`config.mk`:
```
export PLATFORM = sky130hd
export DESIGN_NAME = gmii_rx_interface
export DESIGN_NICKNAME = d
export VERILOG_FILES = /design/src/rtl/eth_pkg.sv /design/src/rtl/crc32_d8.sv /design/src/rtl/gmii_rx_interface.sv
export SDC_FILE = /design/constraint.sdc
export NUM_CORES = 1
export LEC_CHECK = 0
export BUFFER_PORTS_ARGS = -buffer_cell sky130_fd_sc_hd__buf_4
export CORE_ASPECT_RATIO = 1.75
export CORE_MARGIN = 3
export CORE_UTILIZATION = 49
export CTS_CLUSTER_DIAMETER = 200
export DETAILED_ROUTE_END_ITERATION = 7
export PLACE_DENSITY = 0.69
export SLEW_MARGIN = 20
export SYNTH_ARGS = -nofsm -noshare
export SYNTH_HDL_FRONTEND = slang
export SYNTH_SLANG_ARGS = --single-unit
```
`constraint.sdc`:
```
create_clock -name clk -period 2.9 [get_ports clk]
set_input_delay 0 -clock clk [delete_from_list [all_inputs] [get_ports clk]]
set_output_delay 0 -clock clk [all_outputs]
set_load 0.01 [all_outputs]
```
`src/rtl/eth_pkg.sv`:
```
// Shared Ethernet definitions for the GMII receive and transmit paths.
package eth_pkg;

  typedef enum logic [1:0] {
    ST_IDLE     = 2'd0,
    ST_PREAMBLE = 2'd1,
    ST_DATA     = 2'd2,
    ST_DROP     = 2'd3
  } rx_state_e;

  localparam logic [7:0]  PREAMBLE_BYTE = 8'h55;
  localparam logic [7:0]  SFD_BYTE      = 8'hD5;
  localparam logic [31:0] CRC_POLY      = 32'hEDB88320;
  localparam logic [31:0] CRC_INIT      = 32'hFFFFFFFF;
  localparam logic [31:0] CRC_RESIDUE   = 32'hDEBB20E3;

  localparam int MIN_LEN_DEF = 64;
  localparam int MAX_LEN_DEF = 1518;

endpackage

```
`src/rtl/crc32_d8.sv`:
```
// Combinational one-byte step of the reflected Ethernet CRC-32, LSB first.
module crc32_d8
  import eth_pkg::*;
(
  input  logic [31:0] crc_in,
  input  logic [7:0]  data,
  output logic [31:0] crc_out
);

  always_comb begin
    logic [31:0] c;
    c = crc_in;
    for (int i = 0; i < 8; i++) begin
      c = (c >> 1) ^ (((c[0] ^ data[i]) == 1'b1) ? CRC_POLY : 32'h0);
    end
    crc_out = c;
  end

endmodule

```
`src/rtl/gmii_rx_interface.sv`:
```
// GMII receive framer: strips preamble/SFD, writes DA..FCS to the RX FIFO,
// checks CRC and length, and posts one status word per frame.
module gmii_rx_interface
  import eth_pkg::*;
#(
  parameter int MAX_LEN = MAX_LEN_DEF,
  parameter int MIN_LEN = MIN_LEN_DEF,
  parameter int LEN_W   = 11
) (
  input  logic             clk,
  input  logic             rst_n,
  input  logic [7:0]       gmii_rx_data,
  input  logic             gmii_rx_en,
  input  logic             gmii_rx_er,
  input  logic             fifo_full,
  output logic             fifo_wr,
  output logic [7:0]       fifo_data,
  output logic             status_ready,
  input  logic             status_ack,
  output logic [LEN_W-1:0] frame_len,
  output logic             frame_good,
  output logic             crc_err,
  output logic             runt,
  output logic             too_long,
  output logic             rx_err,
  output logic             overflow,
  output logic [7:0]       dropped_frames
);

  localparam logic [LEN_W-1:0] MAX_L = LEN_W'(MAX_LEN);
  localparam logic [LEN_W-1:0] MIN_L = LEN_W'(MIN_LEN);

  rx_state_e        state_q, state_d;
  logic [LEN_W-1:0] len_q, len_d;
  logic [31:0]      crc_q, crc_d, crc_next;
  logic             too_long_q, too_long_d, rx_err_q, rx_err_d, overflow_q, overflow_d;
  logic             fifo_wr_q, fifo_wr_d;
  logic [7:0]       fifo_data_q, fifo_data_d;
  logic             status_ready_q, status_ready_d;
  logic [LEN_W-1:0] frame_len_q, frame_len_d;
  logic             frame_good_q, frame_good_d, crc_err_q, crc_err_d, runt_q, runt_d;
  logic             too_long_s_q, too_long_s_d, rx_err_s_q, rx_err_s_d;
  logic             overflow_s_q, overflow_s_d;
  logic [7:0]       dropped_q, dropped_d;
  logic             end_frame;
  logic             fin_crc_err, fin_runt;

  crc32_d8 u_crc (
    .crc_in  (crc_q),
    .data    (gmii_rx_data),
    .crc_out (crc_next)
  );

  assign fin_crc_err = (crc_q != CRC_RESIDUE);
  assign fin_runt    = (len_q < MIN_L);

  always_comb begin
    state_d     = state_q;
    len_d       = len_q;
    crc_d       = crc_q;
    too_long_d  = too_long_q;
    rx_err_d    = rx_err_q;
    overflow_d  = overflow_q;
    fifo_wr_d   = 1'b0;
    fifo_data_d = fifo_data_q;
    end_frame   = 1'b0;

    case (state_q)
      ST_IDLE: begin
        if (gmii_rx_en) begin
          state_d = (gmii_rx_data == PREAMBLE_BYTE) ? ST_PREAMBLE : ST_DROP;
        end
      end
      ST_PREAMBLE: begin
        if (!gmii_rx_en) begin
          state_d = ST_IDLE;
        end else if (gmii_rx_data == SFD_BYTE) begin
          state_d    = ST_DATA;
          len_d      = '0;
          crc_d      = CRC_INIT;
          too_long_d = 1'b0;
          rx_err_d   = 1'b0;
          overflow_d = 1'b0;
        end else if (gmii_rx_data != PREAMBLE_BYTE) begin
          state_d = ST_DROP;
        end
      end
      ST_DATA: begin
        if (gmii_rx_en) begin
          crc_d = crc_next;
          if (len_q < MAX_L) begin
            if (fifo_full) begin
              overflow_d = 1'b1;
            end else begin
              fifo_wr_d   = 1'b1;
              fifo_data_d = gmii_rx_data;
            end
            len_d = len_q + 1'b1;
          end else begin
            too_long_d = 1'b1;
          end
          if (gmii_rx_er) rx_err_d = 1'b1;
        end else begin
          end_frame = 1'b1;
          state_d   = ST_IDLE;
        end
      end
      default: begin
        if (!gmii_rx_en) state_d = ST_IDLE;
      end
    endcase
  end

  // An ack in the frame-end cycle frees the slot, so the new status may load.
  always_comb begin
    status_ready_d = status_ready_q;
    frame_len_d    = frame_len_q;
    frame_good_d   = frame_good_q;
    crc_err_d      = crc_err_q;
    runt_d         = runt_q;
    too_long_s_d   = too_long_s_q;
    rx_err_s_d     = rx_err_s_q;
    overflow_s_d   = overflow_s_q;
    dropped_d      = dropped_q;

    if (end_frame) begin
      if (!status_ready_q || status_ack) begin
        status_ready_d = 1'b1;
        frame_len_d    = len_q;
        crc_err_d      = fin_crc_err;
        runt_d         = fin_runt;
        too_long_s_d   = too_long_q;
        rx_err_s_d     = rx_err_q;
        overflow_s_d   = overflow_q;
        frame_good_d   = !(fin_crc_err || fin_runt || too_long_q || rx_err_q || overflow_q);
      end else if (dropped_q != 8'hFF) begin
        dropped_d = dropped_q + 8'd1;
      end
    end else if (status_ready_q && status_ack) begin
      status_ready_d = 1'b0;
    end
  end

  always_ff @(posedge clk or negedge rst_n) begin
    if (!rst_n) begin
      state_q        <= ST_IDLE;
      len_q          <= '0;
      crc_q          <= CRC_INIT;
      too_long_q     <= 1'b0;
      rx_err_q       <= 1'b0;
      overflow_q     <= 1'b0;
      fifo_wr_q      <= 1'b0;
      fifo_data_q    <= 8'h00;
      status_ready_q <= 1'b0;
      frame_len_q    <= '0;
      frame_good_q   <= 1'b0;
      crc_err_q      <= 1'b0;
      runt_q         <= 1'b0;
      too_long_s_q   <= 1'b0;
      rx_err_s_q     <= 1'b0;
      overflow_s_q   <= 1'b0;
      dropped_q      <= 8'h00;
    end else begin
      state_q        <= state_d;
      len_q          <= len_d;
      crc_q          <= crc_d;
      too_long_q     <= too_long_d;
      rx_err_q       <= rx_err_d;
      overflow_q     <= overflow_d;
      fifo_wr_q      <= fifo_wr_d;
      fifo_data_q    <= fifo_data_d;
      status_ready_q <= status_ready_d;
      frame_len_q    <= frame_len_d;
      frame_good_q   <= frame_good_d;
      crc_err_q      <= crc_err_d;
      runt_q         <= runt_d;
      too_long_s_q   <= too_long_s_d;
      rx_err_s_q     <= rx_err_s_d;
      overflow_s_q   <= overflow_s_d;
      dropped_q      <= dropped_d;
    end
  end

  assign fifo_wr        = fifo_wr_q;
  assign fifo_data      = fifo_data_q;
  assign status_ready   = status_ready_q;
  assign frame_len      = frame_len_q;
  assign frame_good     = frame_good_q;
  assign crc_err        = crc_err_q;
  assign runt           = runt_q;
  assign too_long       = too_long_s_q;
  assign rx_err         = rx_err_s_q;
  assign overflow       = overflow_s_q;
  assign dropped_frames = dropped_q;

endmodule

```
==> flow_summary.yaml, run 1 <==
die:
  io_pins: 49
  die_w_um: 75.91
  die_area_mm2: 0.009741
  rows: 44
  start_util: 0.5041
  core_area_mm2: 0.008313
  die_y_um: 128.3
cells_and_area:
  num-nets-final: 436
  antenna-diode-count: 0
  drive_above_1_share: 0.3286
  fill_cells: 675
  area_growth_pct: 21.98
setup_path:
  criticalPathCategory: "flop to flop"
  start_kind: "flop"
  cp.required_ns: 3.12
  critPathCaptureType: "flop"
  worst_ep_arrival_time_ns: 2.47
  critPathMaxFanout: 9
  rrSetupSlack_ns: 0.64
  reg2regPathDepth: 6
clocking:
  clockRootBuffer: "clkbuf_16"
  cts_setup_buffers: 0
  htreeDepth: 3
  clock_latency_ns: 0.33
  numClockSinks: 83
  cts_tree: "done"
  clockBufferDepth: 2
  clkTransAtPathRegs_ns: 0.06
  numCtsBuffers: 9
sta:
  clock.fmax_mhz: 443.2
  holdWs_ns: 0.2513
  finalCriticalPeriod_ns: 2.256
  fin_setup_tns_ns: 0
  setup_viol: 0
  slew_violations: 0
  hold_viol: 0
  finalCritPeriodShare: 0.7781
  relSlewSlack: 0.4366
  fin_skew_ns: 0.003669
  worst_slew_pin_slew_ns: 0.8451
  rsz0062_at_grt: "false"
routing:
  drtPass1Iterations: 4
  drc: 0
  antenna_left: 0
  drt-initial-drc-count: 177
  via_count: 2881
  wl_per_cell_um: 17.62
  drt-vias-per-instance: 5.355
  finalWirelength_um: 9477
power:
  p_int_mw: 3.864
  ir_drop_v: 0.0006469
  p_leak_nw: 2.178
  seq_power_share: 0.333
  p_sw_frac: 0.3698
  p_comb_frac: 0.484
  pwr-share-clk: 0.183
  p_per_area_mw_per_mm2: 1200
  p_switching_mw: 2.268
yosys:
  synth-seq-cells: 83
  ys_types: 51
  syn_nets: 372
  synth.most_common_cell: "dfrtp_1"
  synth_flop_cell: "dfrtp_1"
  yosys.area.top_type_share: 0.3046
  synthTopCellsByCount: "51 x dfrtp_1, 49 x xnor2_1, 34 x nor2_1, 32 x dfstp_2, 24 x mux2_2"
  seq_area_frac_synth: 0.5052
  syn_area_mm2: 0.004190
  async_reset_ff_frac: 1.000
  synth_edf_count: 0
  synth_warnings: 0
  synthCells: 356
  syn_area_per_cell_um2: 11.77
  yosys.area.top_type: "dfrtp_1"
  synthTopCellsByArea: "dfrtp_1 30%, dfstp_2 20%, xnor2_1 10%"
grt:
  grt_pass1_wl_um: 15540
  antenna_found_initial: 0
  grt_start_max_net_pins: 84
  grt_pass1_vias: 2986
  grt.total_usage: 0.2057
  grt_overflow: 0
placement:
  place.gp.congestion: 0.8767
  port_buffers: 48
  hpwl_um: 6845
outcome:
  outcome: "complete, no violations"
flow_run:
  max_cap_viol_count: 0
min_path:
  hold_path.class: "input port to asynchronous set/reset pin"
==> sequential cells by signal, summed over array words and instances (netlist names) <==
register and count:
crc_q 32, crc_err 1, frame_len 11, too_long_q 1
len_q 11, fifo_wr 1, overflow_q 1, frame_good 1
status_ready 1, rx_err 1, runt 1, dropped_frames 8
state_q 2, rx_err_q 1, overflow 1, too_long 1
fifo_data 8
==> metrics by stage <==
step / cell area [um2] / cells / power [mW] / util / setup slack [ns]
after detailed placement: 4686 / 511 / 5.013 / 0.5637 / 0.6484
after CTS: 5107 / 538 / 6.191 / 0.6144 / 0.6418
after floorplan: 4190 / 356 / 4.246 / - / 0.8697
final: 5111 / 538 / 6.132 / 0.6148 / 0.6437
after global routing: 5111 / 538 / 6.493 / 0.6148 / 0.4876
after global placement: 4686 / 511 / 4.972 / 0.5637 / 0.6980
==> final cells by class <==
class | count | area, um2 | area share
clock buffers | 11 | 252.7 | 0.04945
clock inverters | 3 | 38.79 | 0.007589
inverters | 3 | 11.26 | 0.002203
multi-input cells | 256 | 2008 | 0.3929
flip-flops and latches | 83 | 2117 | 0.4142
well taps | 115 | 143.9 | 0.02815
repair buffers | 67 | 539.3 | 0.1055
==> cell usage in the layout (no fill, tap or decap), drive strengths merged, types with 2 or more instances in the layout <==
cell	count
xnor2	57
buf	54
dfrtp	51
nor2	34
dfstp	32
mux2	24
xor2	22
a21oi	22
nand2	15
dlygate4sd3	13
clkbuf	11
o22a	10
nand3	6
nand4	6
nand2b	5
and2	4
nor3	4
a31oi	4
a311oi	4
inv	3
nand4b	3
o21ai	3
a31o	2
a41o	2
nor2b	2
and4	2
nand3b	2
mux2i	2
a211oi	2
nor4bb	2
or4	2
ha	2
clkinv	2
==> metal layers <==
layer | GRT usage | up-vias | part of all wire | wire, um
li1 | - | 1376 | - | -
met1 | 0.2136 | 1428 | 0.37 | 3498
met2 | 0.3938 | 57 | 0.57 | 5405
met3 | 0.03711 | 20 | 0.026 | 243
met4 | 0.1046 | 0 | 0.035 | 330
met5 | 0 | - | 0 | 0
==> critical path: stages, from the launching register on <==
cell and delay (ns):
dfrtp_1 0.44, a31o_2 0.27, a41o_1 0.32, a21oi_2 0.38
nor2b_1 0.20, buf_4 0.18, mux2_2 0.35
==> power groups by stage <==
stage	Clock, mW	Combinational, mW	Sequential, mW
4_1_cts	1.15	3.00	2.04
3_3_place_gp	0	2.93	2.04
2_1_floorplan	0	2.26	1.99
6_report	1.12	2.97	2.04
5_1_grt	1.19	3.22	2.08
3_5_place_dp	0	2.96	2.06
==> kinds of logic after synthesis <==
kind of cell | share of synthesized area
AOI/OAI and AO/OA | 0.09496
xor gates and xnor gates | 0.1950
adders and majority gates | 0.005971
buffers and inverters | 0.01553
DFF | 0.5052
muxes | 0.06927
and+or+nand+nor | 0.1141
==> repair_timing <==
| action | CTS | global route |
|---|---|---|
| gates resized for setup | 0 | 0 |
| hold buffers | 13 | 0 |
| endpoints found under the setup margin | 0 | 0 |
| endpoints found under the hold margin | 67 | 0 |
==> worst paths after layout <==
kind / startpoint / end
max: len_q[1] / fifo_data[5]
min: rst_n / dropped_frames[3]
max reg2reg: len_q[1] / fifo_data[5]
min reg2reg: frame_good / frame_good
max in group asynchronous: rst_n / len_q[10]
min in group clk: gmii_rx_en / crc_q[5]
(Power assumes the default switching activity.)
==> inputs of run 2 (changes only) <==
--- a/config.mk
+++ b/config.mk
@@ -11,7 +11,7 @@
 export CORE_UTILIZATION = 49
 export CTS_CLUSTER_DIAMETER = 200
 export DETAILED_ROUTE_END_ITERATION = 7
-export PLACE_DENSITY = 0.69
+export PLACE_DENSITY = 0.72
 export SLEW_MARGIN = 20
 export SYNTH_ARGS = -nofsm -noshare
 export SYNTH_HDL_FRONTEND = slang
==> constraint.sdc (replaced) <==
create_clock -name clk -period 2 [get_ports clk]
set_input_delay 0 -clock clk [delete_from_list [all_inputs] [get_ports clk]]
set_output_delay 0 -clock clk [all_outputs]
set_load 0.01 [all_outputs]
==> run 2 against run 1 <==
Sequential power increased by 43%. Sequential cell count unchanged. Via count increased by 4.4%. Largest cell class unchanged. Wire length increased by 5.1%. Critical endpoint is now fifo_data[4]. Clock power increased by 49%. First-iteration DRC count decreased by 4.0%. Die area unchanged. Clock skew increased by 0.0024 ns. Cell area increased by 5.1%.
==> flow_summary.yaml, run 2 (synthesized netlist as in run 1, its figures left out) <==
outcome:
  outcome: "complete, no violations"
routing:
  wl_per_cell_um: 17.57
  finalWirelength_um: 9962
  drtPass1Iterations: 4
  drt-initial-drc-count: 170
  drt-vias-per-instance: 5.303
  antenna_left: 0
  via_count: 3007
  drc: 0
power:
  finalPower_mw: 9.410
  p_comb_frac: 0.512
  p_switching_mw: 3.545
  p_sw_frac: 0.3767
  p_per_area_mw_per_mm2: 1752
  p_leak_nw: 2.317
  p_int_mw: 5.865
  ir_drop_v: 0.0008393
  seq_power_share: 0.310
  pwr-share-clk: 0.178
sta:
  holdWs_ns: 0.1174
  clock.fmax_mhz: 521.2
  finalCritPeriodShare: 0.9593
  hold_viol: 0
  slew_violations: 0
  setup_viol: 0
  fin_setup_tns_ns: 0
  finalCriticalPeriod_ns: 1.919
  worst_slew_pin_slew_ns: 0.6285
  fin_skew_ns: 0.006090
  rsz0062_at_grt: "false"
  relSlewSlack: 0.5780
die:
  io_pins: 49
  die_w_um: 75.91
  die_y_um: 128.3
  start_util: 0.5041
  die_area_mm2: 0.009741
  rows: 44
  core_area_mm2: 0.008313
setup_path:
  cpMaxStageDelayCell: "dfrtp_1"
  worst_ep_arrival_time_ns: 2.14
  critPathCaptureType: "flop"
  start_kind: "flop"
  path_buf_inv: 1
  criticalPathCategory: "flop to flop"
  cp.required_ns: 2.23
  critPathMaxFanout: 9
  cpLargestDelayFamily: "compound AO/OA/AOI/OAI gates"
  cp_cell_sequence: "a31o_2, a41o_4, a21oi_4, nor2b_1, buf_4, mux2_2"
  slowest_delay_ns: 0.38
clocking:
  htreeDepth: 3
  numClockSinks: 83
  clockRootBuffer: "clkbuf_16"
  numCtsBuffers: 9
  cts_tree: "done"
  clockBufferDepth: 2
  clkTransAtPathRegs_ns: 0.06
  clock_latency_ns: 0.34
cells_and_area:
  drive_above_1_share: 0.3783
  final_cell_mix: "79 x buf_4, 51 x dfrtp_1, 48 x xnor2_1"
  num-nets-final: 463
  area_growth_pct: 28.16
  largest_reg_flops: 32
  largest-register: "crc_q"
  antenna-diode-count: 0
  layout_commonest_cell: "buf_4"
grt:
  grt_pass1_vias: 3314
  antenna_found_initial: 0
  grt_start_max_net_pins: 55
  grt_pass1_wl_um: 16630
  grt.total_usage: 0.2189
  grt_overflow: 0
placement:
  hpwl_um: 7338
  port_buffers: 48
  place.gp.congestion: 0.9518
min_path:
  hold_path.class: "input port to asynchronous set/reset pin"
flow_run:
  max_cap_viol_count: 0
-- run 2: cell count changes in the layout (fill, tap and decap cells not counted), sizes merged --
cell      delta
inv          +2
buf         +27
clkinv       -1
clkinvlp     +3
clkbuf       -2
-- run 2: repair_timing --
action                                  in CTS  in global routing
resized for setup                            0                  3
endpoints found under the hold margin       67                  0
setup buffers                                0                  0
hold buffers                                13                  0
endpoints found under the setup margin       0                  9
-- run 2: metrics by stage --
step	instances	cell area [um2]	utilization	setup WS, ns
after floorplan	356	4198	-	0.01259
after global routing	567	5370	0.6460	0.009644
after global placement	538	4921	0.5920	0.03996
final	567	5370	0.6460	0.08132
after detailed placement	538	4921	0.5920	0.02927
after CTS	567	5351	0.6437	0.02706
-- run 2: worst paths after layout --
path | startpoint | endpoint | slack [ns] | depth (start not counted)
worst min-delay path | rst_n | dropped_frames[0] | 0.12 | 2
min in group clk | gmii_rx_en | crc_q[24] | 0.47 | 3
worst max-delay path | len_q[1] | fifo_data[4] | 0.08 | 6
worst max register to register | len_q[1] | fifo_data[4] | 0.08 | 6
max in group asynchronous | rst_n | crc_q[20] | 1.22 | 3
worst min register to register | frame_len[2] | frame_len[2] | 0.49 | 2
-- run 2: power groups by stage --
stage,sequential [mW],combinational [mW],clock (mW)
2_1_floorplan,2.88,3.28,0
3_3_place_gp,2.92,4.69,0
3_5_place_dp,2.94,4.73,0
4_1_cts,2.92,4.80,1.70
5_1_grt,2.99,5.16,1.77
6_report,2.91,4.82,1.67
-- run 2: routing by layer --
| layer | part of all wire | global-route usage | routed length [um] |
|---|---|---|---|
| met5 | 0 | 0 | 0 |
| met4 | 0.036 | 0.1078 | 355 |
| met3 | 0.030 | 0.04552 | 299 |
| met2 | 0.57 | 0.4195 | 5694 |
| met1 | 0.36 | 0.2246 | 3612 |
-- run 2: worst register-to-register path, stage by stage (launching register included) --
cell and delay, ns:
dfrtp_1 0.38, a31o_2 0.26, a41o_4 0.31, a21oi_4 0.16, nor2b_1 0.16, buf_4 0.19, mux2_2 0.35
-- run 2: area by class of cell --
class,count,area (um2)
Clock buffer,9,225.2
Clock inverter,7,75.07
Fill cell,662,2943
Inverter,3,11.26
Multi-Input combinational cell,256,2034
Sequential cell,83,2117
Tap cell,115,143.9
Timing Repair Buffer,94,763.2
